### src/rtl/fifo_uart_tx.sv
// Byte-at-a-time UART transmitter that pops one byte per frame from an upstream FIFO.
// Optional even parity bit compiled in with `define UART_TX_PARITY_EN.
module fifo_uart_tx #(
  parameter int CLKS_PER_BIT = 16
) (
  input  logic       clk,
  input  logic       rst_n,
  input  logic       en,
  input  logic       fifo_empty,
  input  logic [7:0] fifo_dout,
  output logic       fifo_rd_en,
  output logic       tx,
  output logic       busy,
  output logic       done
);

  localparam int CNT_W = (CLKS_PER_BIT > 2) ? $clog2(CLKS_PER_BIT) : 1;
  localparam logic [CNT_W-1:0] CNT_LAST = CNT_W'(CLKS_PER_BIT - 1);
  localparam logic [CNT_W-1:0] CNT_PRE_LAST = CNT_W'(CLKS_PER_BIT - 2);

`ifdef UART_TX_PARITY_EN
  typedef enum logic [2:0] {
    IDLE   = 3'd0,
    FETCH  = 3'd1,
    LOAD   = 3'd2,
    START  = 3'd3,
    DATA   = 3'd4,
    PARITY = 3'd5,
    STOP   = 3'd6
  } state_t;
`else
  typedef enum logic [2:0] {
    IDLE   = 3'd0,
    FETCH  = 3'd1,
    LOAD   = 3'd2,
    START  = 3'd3,
    DATA   = 3'd4,
    STOP   = 3'd6
  } state_t;
`endif

  state_t           state_reg;
  logic [CNT_W-1:0] baud_cnt_reg;
  logic [2:0]       bit_idx_reg;
  logic [7:0]       shift_reg;

  // Outputs are assigned together with the state transition so each one is
  // a flop whose value lines up exactly with the state it belongs to.
  always_ff @(posedge clk) begin
    if (!rst_n) begin
      state_reg    <= IDLE;
      baud_cnt_reg <= '0;
      bit_idx_reg  <= '0;
      shift_reg    <= '0;
      tx           <= 1'b1;
      busy         <= 1'b0;
      done         <= 1'b0;
      fifo_rd_en   <= 1'b0;
    end else begin
      fifo_rd_en <= 1'b0;
      done       <= 1'b0;
      case (state_reg)
        IDLE: begin
          baud_cnt_reg <= '0;
          tx           <= 1'b1;
          if (en && !fifo_empty) begin
            state_reg  <= FETCH;
            fifo_rd_en <= 1'b1;
            busy       <= 1'b1;
          end
        end
        FETCH: begin
          state_reg <= LOAD;
        end
        LOAD: begin
          shift_reg    <= fifo_dout;
          baud_cnt_reg <= '0;
          state_reg    <= START;
          tx           <= 1'b0;
        end
        START: begin
          if (baud_cnt_reg == CNT_LAST) begin
            baud_cnt_reg <= '0;
            bit_idx_reg  <= '0;
            state_reg    <= DATA;
            tx           <= shift_reg[0];
          end else begin
            baud_cnt_reg <= baud_cnt_reg + 1'b1;
          end
        end
        DATA: begin
          if (baud_cnt_reg == CNT_LAST) begin
            baud_cnt_reg <= '0;
            bit_idx_reg  <= bit_idx_reg + 3'd1;
            if (bit_idx_reg == 3'd7) begin
`ifdef UART_TX_PARITY_EN
              state_reg <= PARITY;
              tx        <= ^shift_reg;
`else
              state_reg <= STOP;
              tx        <= 1'b1;
`endif
            end else begin
              tx <= shift_reg[bit_idx_reg + 3'd1];
            end
          end else begin
            baud_cnt_reg <= baud_cnt_reg + 1'b1;
          end
        end
`ifdef UART_TX_PARITY_EN
        PARITY: begin
          if (baud_cnt_reg == CNT_LAST) begin
            baud_cnt_reg <= '0;
            state_reg    <= STOP;
            tx           <= 1'b1;
          end else begin
            baud_cnt_reg <= baud_cnt_reg + 1'b1;
          end
        end
`endif
        STOP: begin
          if (baud_cnt_reg == CNT_LAST) begin
            baud_cnt_reg <= '0;
            state_reg    <= IDLE;
            busy         <= 1'b0;
          end else begin
            baud_cnt_reg <= baud_cnt_reg + 1'b1;
            // Raised one cycle early so the registered pulse sits on the final stop cycle.
            if (baud_cnt_reg == CNT_PRE_LAST) begin
              done <= 1'b1;
            end
          end
        end
        default: begin
          state_reg    <= IDLE;
          baud_cnt_reg <= '0;
          tx           <= 1'b1;
          busy         <= 1'b0;
        end
      endcase
    end
  end

endmodule

### config.mk
export PLATFORM = sky130hd
export DESIGN_NAME = fifo_uart_tx
export DESIGN_NICKNAME = d
export VERILOG_FILES = /design/src/rtl/fifo_uart_tx.sv
export SDC_FILE = /design/constraint.sdc
export NUM_CORES = 1
export LEC_CHECK = 0
export ABC_AREA = 1
export CORE_UTILIZATION = 25
export DETAILED_ROUTE_END_ITERATION = 7
export GPL_ROUTABILITY_DRIVEN = 0
export HOLD_SLACK_MARGIN = 0.15
export SLEW_MARGIN = 15
export SYNTH_ARGS = -nofsm -noshare
export SYNTH_HDL_FRONTEND = slang
export SYNTH_SLANG_ARGS = --single-unit
### constraint.sdc
create_clock -name clk -period 1.76 [get_ports clk]
set_input_delay 0.44 -clock clk [delete_from_list [all_inputs] [get_ports clk]]
set_output_delay 0.44 -clock clk [all_outputs]
set_load 0.02 [all_outputs]
# Word level (Yosys, flattened, before mapping)
# Cells that the tools add are included.
# Widths: inputs -> output; s select.
# totals
out_inout_bits	4
ram_bits	0
ff_bits	22
romBits	0
latch_bits	0
elab_cells	62
mem_count	0
input_bits	12
# classes
mul	0
n_addsub	2
n_shift	0
muxes	21
n_reduce_logical	13
eq_ne	13
n_bitwise	4
n_lt_le_gt_ge	1
div_mod_pow	0
# ops
cell	n
$mux 3	6
$pmux 3 s6	1
$ne 2x2->1 const B	5
$eq 3x3->1 const B	3
$reduce_and 3->1	3
$eq 4x4->1 const B	2
$mux 1	8
$pmux 4 s2	1
$eq 3x2->1 const B	2
$pmux 3 s2	1
$reduce_or 3->1	2
$reduce_and 5->1	1
$add 4x1->4 const B	1
$lt 3x4->1 const B	1
$mux 4	1
$not 1->1	4
$pmux 1 s4	1
$reduce_or 4->1	1
$add 3x1->3 const B	1
$bmux 1 s3	1
$eq 3x1->1 const B	1
$logic_not 3->1	1
$pmux 1 s3	1
$reduce_and 2->1	1
other kinds (4)	4

# Logic depth before layout (Yosys ltp)
# logic_depth
word_depth	6
mapped_depth	10
mapped_depth_nobuf	10

# Least setup slack after synthesis
# No wires, ideal clock.
# synth_timing
path_kind	register to register
start	register bit_idx_reg[0]
end	register tx
slack_ps	354
stages_incl_launch_ff	11
required_time_ps	1645
arrival_ps	1291
period_less_slack_ps	1406
path_buffers	0
setup_ps	115
path_cell_list	dfxtp_1 > ha_1 > ha_1 > inv_1 > nand3_1 > nand3b_1 > nand3_1 > nand2_1 > nand2_1 > nand2_1 > nand2_1
# synth_between
elab_chain_len	6
elab_cells_between_ends	7
classes_between	add/sub: 1; eq/ne: 1; mux: 5
# synth_rtl
element	line	source
start, declared	44	logic [2:0] bit_idx_reg;
start signal, assigned	94	bit_idx_reg <= bit_idx_reg + 3'd1;
$add 3x1->3	104	tx <= shift_reg[bit_idx_reg + 3'd1];
$bmux 1 s3	104	
$mux 1 (implied by the code)	104	
$mux 1 *	95	if (bit_idx_reg == 3'd7) begin
$mux 1 *	92	if (baud_cnt_reg == CNT_LAST) begin
$pmux 1 s4 *	62	case (state_reg)
end signal, assigned	86	tx <= shift_reg[0];
end signal, assigned	104	
end, declared	12	output logic tx,
# Every way passes the cells marked *; elsewhere a longest branch is shown, timed or not. The select of a mux whose other input is x is not followed.
# A chain may end at the register's enable or synchronous reset.

# Final worst setup path
# layout_timing
start	register tx
end	output tx
# No word-level cell between the ends.

==> metrics.yaml <==
yosys.area.top_type_share_pct: 40.9
grt_start_max_net_pins: 13
number_of_gates_resized_after_cts: 0
design.core.area_sq_mm: 0.00406
fin_skew_ps: 4.48
yosys_warnings: 0
final.setup.tns_ps: 0
first_global_vias: 876
worstSkewPairLatency_ps: 270
max_freq_mhz: 608
timing.critical_path.from_type: "flop"
run_status: "finished clean"
timing.hold.worst_path_depth: 2
drtAntennaViolNets: 0
finalCoreUtilization_pct: 33.9
final.fill_count: 436
hold_path_class: "flop to flop"
numCtsBuffers: 3
timing.critical_path.max_delay_family: "buffers and inverters"
drt_pass1_iterations: 4
layout_worst_path_cycle_share_pct: 93.4
grt_antenna_before_repair: 0
mappedNetlistNets: 168
place.detailed.hpwl_microns: 1730
routedWlPerCell_microns: 10.0
timing.final.hold_violations: 0
htree_num_levels: 1
die-width_microns: 67.6
crit_path_max_fanout: 2
synthDistinctLibCells: 25
critical_path.n_buffers_inverters: 1
design.final.nets: 191
post_route_cells_drive_above_1_share_pct: 9.77
timing.critical_path.slowest_cell_delay_ps: 600
static-leakage-power_uw: 0.000581
required_ps: 1320
die_outline_area_sq_mm: 0.00458
drt-vias-per-instance: 4.56
floorplan.initialDensity_pct: 26.5
drt_drc_violations_left: 0
synth-seq-area-share_pct: 40.9
cp_cell_sequence: "clkdlybuf4s50_1"
root_buffer: "clkbuf_8"
cts-root-to-sink-buffers: 2
worst_ir_drop_vdd_mv: 0.447
grt_first_pass_wirelength_microns: 3810
largest_register_ffs: 8
grtUsageTotal_pct: 11.4
ctsHoldBuffers: 0
overall_overflow_remaining_after_global_route: 0
initialDrtViolationCount: 92
io_buffers: 15
critical_path.endpoint_type: "primary output"
cts_num_sinks: 22
final_critical_period_ps: 1640
power.density_mw_per_mm2: 1200
clkTransAtPathRegs_ps: 80
synth.avg_cell_area_sq_um: 7.09
rows: 23
count_of_pins_on_the_block_boundary: 16
grt_setup_unrepaired: "false"
worstPathArrival_ps: 1200
postSynthRegisterBits: 22
cp_num_cells: 1
max_slew.worst_pin.slew_ps: 270
max_slew_violation_count: 0
diodes: 0
timing.setup.critical_path_class: "flop to primary output"
chipHeight_microns: 67.6
critical_path.slowest_cell: "clkdlybuf4s50_1"
worst-r2r-cell-count: 10
ys_top_cells_by_area: "dfxtp_1 41%, nand2_1 15%, a21oi_1 7.9%"
post-synth-top-area-cell: "dfxtp_1"
setup-violations-final: 0
synth_cells: 152
slew-limit-headroom_pct: 82.0
tritoncts: "done"
syn2layout_area_growth_pct: 27.5
detailroute.via_count: 1022
post_cts.repair.setup_buffers: 0
syn-cell-area_sq_mm: 0.00108
max_cap_violations: 0
total_detailed_routing_wirelength_microns: 2240
-- placed cells by master, fill, tap and decap left out, drive strengths merged --
cell type,instances
a211oi,1
nand3b,1
inv,20
ha,4
nor2,4
xor2,1
dfxtp,22
nand2,49
buf,5
clkinv,1
o21ai,4
nand3,19
xnor2,1
o22ai,1
nor3,1
a31oi,1
a21oi,17
clkbuf,4
nor4,1
clkdlybuf4s50,15
a22oi,1
nand4,1
-- metal layers --
layer  global-route usage, %  vias up  part of all wire (%)  wire length (microns)
li1                        -      537                     -                      -
met1                    14.4      458                    49                   1110
met2                    17.2       23                    44                    988
met3                    4.05        4                   5.3                    120
met4                    4.79        0                   1.2                     26
met5                       0        -                     0                      0
-- where the power goes --
part           internal, uW  switching [uW]  total, uW
clock network           200             171        370
logic                   240             400        640
registers               582            62.4        644
total                  1020             633       1660
-- final timing paths --
kind	start	endpoint	slack [ps]
worst min register to register	busy	busy	460
worst max-delay path	tx	tx	120
worst min-delay path	busy	busy	460
worst max register to register	bit_idx_reg[0]	tx	300
-- cell type report --
cell class,count,area (sq um),area share [%]
Inverter,21,78.8,5.74
Sequential cell,22,440,32.1
Timing Repair Buffer,20,188,13.7
Multi-Input combinational cell,107,549,40.0
Tap cell,50,62.6,4.55
Clock buffer,4,55.1,4.01
-- cells in the mapped netlist --
cell type,count
inv_1,19
nand3_1,17
o21ai_0,4
a211oi_1,1
o22ai_1,1
a22oi_1,1
clkinv_1,1
a21oi_1,17
nand2_2,5
nand3_2,1
nand2_1,44
xor2_1,1
dfxtp_1,22
nor2_1,4
inv_2,1
nor4_1,1
nand3_4,1
clkbuf_1,1
buf_2,1
ha_1,4
a31oi_1,1
nand3b_1,1
nor3_1,1
xnor2_1,1
nand4_1,1
-- metrics by stage --
stage | instances | area [sq um] | total power [uW] | setup slack [ps] | hold slack, ps
CTS | 224 | 1370 | 1670 | 96.2 | 459
floorplan | 152 | 1080 | 1110 | 354 | 443
global placement | 220 | 1320 | 1290 | 184 | 441
detailed placement | 220 | 1320 | 1290 | 176 | 446
finish | 224 | 1370 | 1660 | 116 | 456
global route | 224 | 1370 | 1800 | 40.6 | 495
-- logic make-up (layout without fill, tap and decap cells) --
kind of cell               Yosys count  after routing  share of synthesized area (%)
and+or+nand+nor                     76             76                           32.4
buffers and inverters               23             45                           8.13
DFF                                 22             22                           40.9
AOI/OAI and AO/OA                   25             25                           12.3
adders and majority gates            4              4                           4.65
xor gates and xnor gates             2              2                           1.63
No activity file was read; power rests on OpenSTA's default activity.
